**src/rtl/bit_stream_serializer_if.sv**
```systemverilog
// rtl/bit_stream_serializer_if.sv - parallel word load handshake for the bit stream serializer
interface bit_stream_serializer_if #(
    parameter int WIDTH = 8
);
    logic             load_valid;
    logic [WIDTH-1:0] load_data;
    logic             msb_first;
    logic             load_ready;

    modport master (
        output load_valid,
        output load_data,
        output msb_first,
        input  load_ready
    );

    modport slave (
        input  load_valid,
        input  load_data,
        input  msb_first,
        output load_ready
    );
endinterface

```
**src/rtl/bit_stream_serializer.sv**
```systemverilog
// rtl/bit_stream_serializer.sv - parallel-to-serial shifter feeding a serial sequence detector
module bit_stream_serializer #(
    parameter int WIDTH = 8,
    parameter int DIV   = 1,
    parameter int CNT_W = 16
) (
    input  logic                   clk,
    input  logic                   reset,
    bit_stream_serializer_if.slave load,
    output logic                   ser_out,
    output logic                   ser_en,
    output logic                   bit_strobe,
    output logic                   done,
    output logic                   busy,
    output logic [CNT_W-1:0]       word_count
);
    localparam int BW = $clog2(WIDTH);
    localparam int DW = (DIV > 1) ? $clog2(DIV) : 1;
    localparam logic [DW-1:0] DIV_LAST  = DW'(DIV - 1);
    localparam logic [BW-1:0] BIT_FIRST = BW'(WIDTH - 1);

    typedef enum logic {IDLE, SHIFT} state_t;

    state_t           state, state_nxt;
    logic [WIDTH-1:0] shreg;
    logic             msb_r;
    logic [BW-1:0]    bit_cnt;
    logic [DW-1:0]    div_cnt;
    logic             bit_end;
    logic             last;
    logic             accept;

    always_ff @(posedge clk) begin
        if (!reset) begin
            state <= IDLE;
        end else begin
            state <= state_nxt;
        end
    end

    // load_ready is decoded only from registered state so it never loops back on load_valid
    always_comb begin
        state_nxt       = state;
        bit_end         = (state == SHIFT) && (div_cnt == DIV_LAST);
        last            = bit_end && (bit_cnt == '0);
        load.load_ready = (state == IDLE) || last;
        accept          = load.load_valid && load.load_ready;
        busy            = (state == SHIFT);
        bit_strobe      = (state == SHIFT) && (div_cnt == '0);
        done            = last;
        case (state)
            IDLE:    if (accept) state_nxt = SHIFT;
            SHIFT:   if (last && !accept) state_nxt = IDLE;
            default: state_nxt = IDLE;
        endcase
    end

    always_ff @(posedge clk) begin
        if (!reset) begin
            shreg      <= '0;
            msb_r      <= 1'b0;
            bit_cnt    <= '0;
            div_cnt    <= '0;
            ser_out    <= 1'b0;
            ser_en     <= 1'b0;
            word_count <= '0;
        end else begin
            if (last) begin
                word_count <= word_count + CNT_W'(1);
            end
            // The first bit goes straight to ser_out; shreg keeps the remaining bits at the head end
            if (accept) begin
                msb_r   <= load.msb_first;
                ser_out <= load.msb_first ? load.load_data[WIDTH-1] : load.load_data[0];
                shreg   <= load.msb_first ? {load.load_data[WIDTH-2:0], 1'b0}
                                          : {1'b0, load.load_data[WIDTH-1:1]};
                ser_en  <= 1'b1;
                bit_cnt <= BIT_FIRST;
                div_cnt <= '0;
            end else if (state == SHIFT) begin
                if (last) begin
                    ser_out <= 1'b0;
                    ser_en  <= 1'b0;
                    div_cnt <= '0;
                end else if (bit_end) begin
                    ser_out <= msb_r ? shreg[WIDTH-1] : shreg[0];
                    shreg   <= msb_r ? {shreg[WIDTH-2:0], 1'b0} : {1'b0, shreg[WIDTH-1:1]};
                    bit_cnt <= bit_cnt - BW'(1);
                    div_cnt <= '0;
                end else begin
                    div_cnt <= div_cnt + DW'(1);
                end
            end
        end
    end
endmodule
```
**src/flat_wrapper.sv**
```systemverilog
// flat-port wrapper written by rule: the top's interface ports become plain ports
module bit_stream_serializer_flat 
#(
    parameter int WIDTH = 8,
    parameter int DIV   = 1,
    parameter int CNT_W = 16
)
  (clk, reset, ser_out, ser_en, bit_strobe, done, busy, word_count, load_load_valid, load_load_data, load_msb_first, load_load_ready);
  bit_stream_serializer_if #(.WIDTH(WIDTH)) load_i ();
  input  logic clk;
  input  logic reset;
  output logic ser_out;
  output logic ser_en;
  output logic bit_strobe;
  output logic done;
  output logic busy;
  output logic [CNT_W-1:0] word_count;
  input wire logic [$bits(load_i.load_valid)-1:0] load_load_valid;
  input wire logic [$bits(load_i.load_data)-1:0] load_load_data;
  input wire logic [$bits(load_i.msb_first)-1:0] load_msb_first;
  output wire logic [$bits(load_i.load_ready)-1:0] load_load_ready;
  assign load_i.load_valid = load_load_valid;
  assign load_i.load_data = load_load_data;
  assign load_i.msb_first = load_msb_first;
  assign load_load_ready = load_i.load_ready;
  bit_stream_serializer #(.WIDTH(WIDTH), .DIV(DIV), .CNT_W(CNT_W)) u_core (.clk(clk), .reset(reset), .load(load_i), .ser_out(ser_out), .ser_en(ser_en), .bit_strobe(bit_strobe), .done(done), .busy(busy), .word_count(word_count));
endmodule
```
**config.mk**
```make
export PLATFORM = sky130hd
export DESIGN_NAME = bit_stream_serializer_flat
export DESIGN_NICKNAME = d
export VERILOG_FILES = /design/src/rtl/bit_stream_serializer_if.sv /design/src/rtl/bit_stream_serializer.sv /design/src/flat_wrapper.sv
export SDC_FILE = /design/constraint.sdc
export NUM_CORES = 1
export LEC_CHECK = 0
export BUFFER_PORTS_ARGS = -buffer_cell sky130_fd_sc_hd__buf_2
export CORE_MARGIN = 2
export CORE_UTILIZATION = 35
export DETAILED_ROUTE_END_ITERATION = 12
export PLACE_DENSITY = 0.65
export SYNTH_ARGS = -nofsm -noshare
export SYNTH_HDL_FRONTEND = slang
export SYNTH_SLANG_ARGS = --single-unit
```
**constraint.sdc**
```tcl
create_clock -name clk -period 2.62 [get_ports clk]
set_clock_uncertainty 0.2 [all_clocks]
set_input_delay 0.524 -clock clk [delete_from_list [all_inputs] [get_ports clk]]
set_output_delay 0.524 -clock clk [all_outputs]
set_load 0.02 [all_outputs]
```
==> Yosys cells after proc, flatten, opt, wreduce, memory -nomap -nowiden <==
Index checks and enable logic that the tools add are counted.
{ "totals": {"regBits": 32, "in_bits": 12, "out_inout_bits": 22, "wordCells": 54} }
{ "classes": {"n_addsub": 3, "eq_ne": 1, "muxes": 24, "n_bitwise": 3, "reduce_logical": 15} }
{ "op_table": {"columns": ["cell", "count"], "rows": [
  ["8-bit 2-to-1 mux", 6],
  ["16-bit by 1-bit adder with 16-bit output, second input constant", 1],
  ["1-bit 2-to-1 mux", 13],
  ["3-bit 2-to-1 mux", 4],
  ["2-bit nonzero test", 3],
  ["1-bit logical AND", 4],
  ["2-bit AND reduction", 2],
  ["3-bit zero test", 1],
  ["1-bit NOT", 3],
  ["3-bit AND reduction", 1],
  ["3-bit nonzero test", 1],
  ["3-bit by 1-bit subtractor with 3-bit output, second input constant", 1],
  ["2-bit by 1-bit inequality test with 1-bit output, second input constant", 1],
  ["1-bit case mux with 2 select lines", 1],
  ["2-bit OR reduction", 1],
  ["1-bit adder, second input constant", 1],
  ["1-bit zero test", 1],
  ["1-bit logical OR", 1]
]} }

==> Logic depth before layout (Yosys ltp) <==
{ "logic_depth": {"depth_word": 9, "ltp_mapped": 8, "ltp_nobuf": 7} }

==> Worst setup path after synthesis <==
OpenSTA, ideal clock, no wires.
{ "synth_timing": {"kind": "register to register", "startpoint": "reg u_core.bit_cnt[0]", "endpoint": "reg u_core.shreg[1]", "setup_time_ns": 0.075, "arrival_time_ns": 1.689, "required_time_ns": 2.345, "slack_ns": 0.656, "path_stages_with_launch": 9, "period_less_slack_ns": 1.964, "path_cell_list": "dfxtp_1 -> inv_1 -> ha_1 -> ha_1 -> nand2b_1 -> a21o_1 -> buf_2 -> mux2_2 -> o22ai_1"} }
{ "synth_between": {"elab_chain_len": 6, "word_cells_on_any_way": 9, "classes_between": "eq/ne: 1; mux: 1; reduce/logical: 7"} }
{ "synth_lines": {"columns": ["element", "line_no", "text"], "rows": [
  ["start: declaration", "bit_stream_serializer.sv:27", "logic [BW-1:0] bit_cnt;"],
  ["start signal: assignment", "bit_stream_serializer.sv:88", "bit_cnt <= bit_cnt - BW'(1);"],
  ["3-bit zero test (*)", "bit_stream_serializer.sv:45", "last = bit_end && (bit_cnt == '0);"],
  ["1-bit logical AND (*)", "bit_stream_serializer.sv:45", null],
  ["1-bit logical OR", "bit_stream_serializer.sv:46", "load.load_ready = (state == IDLE) || last;"],
  ["1-bit logical AND", "bit_stream_serializer.sv:47", "accept = load.load_valid && load.load_ready;"],
  ["2-bit by 1-bit inequality test with 1-bit output (no line) / 2-bit nonzero test (equally long branches)", null, null],
  ["3-bit AND reduction (no line)", null, null],
  ["end signal: assignment", "bit_stream_serializer.sv:75", "shreg <= load.msb_first ? {load.load_data[WIDTH-2:0], 1'b0}"],
  ["end signal: assignment", "bit_stream_serializer.sv:87", "shreg <= msb_r ? {shreg[WIDTH-2:0], 1'b0} : {1'b0, shreg[WIDTH-1:1]};"],
  ["end: declaration", "bit_stream_serializer.sv:25", "logic [WIDTH-1:0] shreg;"]
]} }
Mark *: on every way between the ends. The rest lies on a longest branch, timed or not.
A chain may end at the register's enable or synchronous reset.

==> Worst setup path in the final report <==
{ "layout_timing": {"startpoint": "reg u_core.bit_cnt[0]", "endpoint": "out done"} }
{ "layout_between": {"elab_chain_len": 2} }
{ "layout_lines": {"columns": ["element", "line_no", "text"], "rows": [
  ["3-bit zero test", "bit_stream_serializer.sv:45", null],
  ["1-bit logical AND", "bit_stream_serializer.sv:45", null],
  ["end: declaration", "flat_wrapper.sv:15", "output logic done;"]
]} }
No other way between the ends.

==> run summary <==
• **number of fill cells in the layout** 456
• **post-synthesis sequential element count** 32
• **number of endpoints failing setup at the final stage** 0
• **fraction of final layout cells with drive strength greater than 1** 24.1%
• **nets@finish** 227
• **Setup Slack @ Placement** 0.444 ns
• **min-delay worst type** flip-flop to flip-flop
• **routed vias/inst** 5.24
• **routed length per placed instance** 12.9 um
• **gpl congestion** 0.790
• **clock latency of the later-clocked register in the worst-skew pair** 0.28 ns
• **Max Fclk** 429 MHz
• **initial antenna violation count** 0
• **cells resized by post-CTS repair** 0
• **First-pass DRT Iterations** 4
• **number of CTS-inserted buffers** 5
• **top-count cell post-synth** sky130_fd_sc_hd__dfxtp_1
• **cts hold-fix bufs** 0
• **Sink Count** 32
• **growth of design area from synthesis to finish** 17.2%
• **number of slew-limit violations in the final report** 0
• **core region area** 4380 um^2
• **area fraction of the dominant cell type after synthesis** 39.7%
• **buffer levels on the longest clock path** 2
• **result of the run** complete, no violations
• **most frequent cells after synthesis** sky130_fd_sc_hd__dfxtp_1 (32), sky130_fd_sc_hd__mux2i_1 (18), sky130_fd_sc_hd__nand2_1 (17), sky130_fd_sc_hd__nor2_1 (17), sky130_fd_sc_hd__inv_1 (9)
• **relative slew slack** 56.5%
• **clock root buffer** sky130_fd_sc_hd__clkbuf_8
• **clock-pin slew of the registers on the worst-case setup and hold paths** 0.06 ns
• **Final Worst Setup Slack** 0.290 ns
• **top area cells in the synthesized netlist** sky130_fd_sc_hd__dfxtp_1 (40%), sky130_fd_sc_hd__mux2i_1 (11%), sky130_fd_sc_hd__mux2_2 (4.9%)
• **floorplan die area** 5170 um^2
• **post-synthesis cell area** 1610 um^2
• **kind of start point of the critical path** flip-flop
• **largest net degree at the start of global routing** 21
• **Critical Setup Path Class** flip-flop to output port
• **all-layer global routing usage** 14.5%
• **Avg Cell Area, Syn** 8.96 um^2
• **number of failing hold endpoints at the final stage** 0
• **PortBufs** 33
• **total chip power** 0.00103 W
• **DRC Markers** 0
• **IO Count** 34
• **required time of the critical path** 1.90 ns
• **half-perimeter wire length after placement** 2480 um
• **TritonCTS clock tree** done
• **Least-Margin Pin Slew** 0.652 ns
• **Final ANT Viol Nets** 0
• **wire length reported by the detailed router** 3410 um
• **width of the die** 71.9 um
• **starting utilization of the core area** 36.8%
• **gate count of the mapped netlist** 180
• **placement row count** 24
• **Final TNS setup** 0 ns
• **vias in the first global route** 1282
• **Worst Setup End Kind** output port
• **number of buffers inserted to repair setup after CTS** 0
• **first-pass GRT wire length** 5800 um
• **RSZ-0062 raised after global routing** no
• **CP arrival** 1.61 ns
• **final period utilization** 88.9%
• **floorplan die height** 71.9 um
• **syn nets** 195
• **count of cell types in the netlist** 36
• **Final Hold Slack** 0.271 ns
• **initial drt markers** 52
• **biggest fanout along the worst timing path** 6
• **leakage power of the design** 0.775 nW
• **maximum resistive drop on vdd** 0.235 mV
• **sequential-to-total area share from yosys stat** 39.7%
• **total inserted antenna cells** 0
• **time the final worst path needs with I/O delays and setup** 2.33 ns
• **async set or reset register ratio after synthesis** 0%
• **prevailing post-synth register cell** sky130_fd_sc_hd__dfxtp_1
• **gr ovfl total** 0
• **cell type contributing the most total cell area after synthesis** sky130_fd_sc_hd__dfxtp_1
• **Power Density** 542 nW/um^2
• **EDFF count, synth** 0
• **total via count in the routed design** 1383
• **H-tree levels** 2
• **number of violations of the max-capacitance limit** 0
• **Yosys warning count** 0
==> path summary, 6_finish.rpt <==
| path | startpoint | end | slack (ns) | depth (start not counted) |
|---|---|---|---|---|
| hold reg to reg | u_core.bit_cnt[0] | u_core.bit_cnt[0] | 0.27 | 1 |
| setup / recovery | u_core.bit_cnt[0] | done | 0.29 | 5 |
| hold / removal | u_core.bit_cnt[0] | u_core.bit_cnt[0] | 0.27 | 1 |
| setup reg to reg | u_core.bit_cnt[0] | u_core.shreg[2] | 0.47 | 7 |
==> routing by layer <==
layer | part of all wire, % | track usage, % | vias up
li1 | - | - | 702
met4 | 1.2 | 5.03 | 0
met1 | 48 | 18.7 | 647
met3 | 5.2 | 5.20 | 6
met5 | 0 | 0 | -
met2 | 46 | 22.4 | 28
==> power by group <==
group	switching (W)	internal (W)	total [W]
Combinational	0.0000790	0.0000648	0.000144
Clock	0.000171	0.000180	0.000351
Sequential	0.0000207	0.000509	0.000530
Total	0.000271	0.000754	0.00103
==> cell usage in the layout (no fill, tap or decap), types with 2 or more instances in the layout <==
master and count:
sky130_fd_sc_hd__buf_2 33, sky130_fd_sc_hd__dfxtp_1 32, sky130_fd_sc_hd__mux2i_1 18, sky130_fd_sc_hd__nor2_1 17, sky130_fd_sc_hd__nand2_1 17, sky130_fd_sc_hd__inv_1 9, sky130_fd_sc_hd__xnor2_1 8, sky130_fd_sc_hd__mux2_2 7
sky130_fd_sc_hd__nand2b_1 6, sky130_fd_sc_hd__o22ai_1 6, sky130_fd_sc_hd__nor4_1 6, sky130_fd_sc_hd__nand4_1 5, sky130_fd_sc_hd__clkbuf_8 5, sky130_fd_sc_hd__o21ai_0 4, sky130_fd_sc_hd__a21oi_1 4, sky130_fd_sc_hd__nand3_1 3
sky130_fd_sc_hd__nor3_1 3, sky130_fd_sc_hd__a211oi_1 3, sky130_fd_sc_hd__ha_1 3, sky130_fd_sc_hd__nand3b_1 2, sky130_fd_sc_hd__a31oi_1 2, sky130_fd_sc_hd__xor2_1 2
==> area by class of cell <==
type	instances	area, um^2	area share (%)
clock inverters	1	5.00	0.265
flip-flops and latches	32	641	33.9
repair buffers	34	173	9.13
well taps	52	65.1	3.44
clock buffers	6	72.6	3.84
inverters	9	33.8	1.79
multi-input cells	130	901	47.7
==> critical path: stages (launching register included) <==
cell and delay [ns]:
sky130_fd_sc_hd__dfxtp_1 0.35, sky130_fd_sc_hd__inv_1 0.05, sky130_fd_sc_hd__ha_1 0.19, sky130_fd_sc_hd__ha_1 0.26
sky130_fd_sc_hd__and3b_1 0.29, sky130_fd_sc_hd__buf_2 0.19
==> registers in the layout (all words and copies together), names as in the netlist <==
register / flops
u_core.bit_cnt: 3
u_core.busy: 1
u_core.div_cnt: 1
u_core.msb_r: 1
u_core.ser_en: 1
u_core.ser_out: 1
u_core.shreg: 8
u_core.word_count: 16
==> metrics by stage <==
step | cells | area, um^2 | utilization [%]
after floorplan | 180 | 1610 | -
after global placement | 257 | 1810 | 41.4
after detailed placement | 257 | 1810 | 41.4
after CTS | 264 | 1890 | 43.1
after global routing | 264 | 1890 | 43.1
final | 264 | 1890 | 43.1
==> cell families (layout without fill, tap and decap cells) <==
kind of cell | after synthesis | after routing | synth area share (%)
multiplexers | 25 | 25 | 16.1
flip-flops | 32 | 32 | 39.7
AND/OR/NAND/NOR | 69 | 69 | 23.0
adder cells (fa/ha/maj) | 3 | 3 | 2.33
XOR/XNOR | 10 | 10 | 5.43
buffers and inverters | 18 | 50 | 4.42
AO/OA/AOI/OAI | 23 | 23 | 9.08
(Power assumes the default switching activity.)
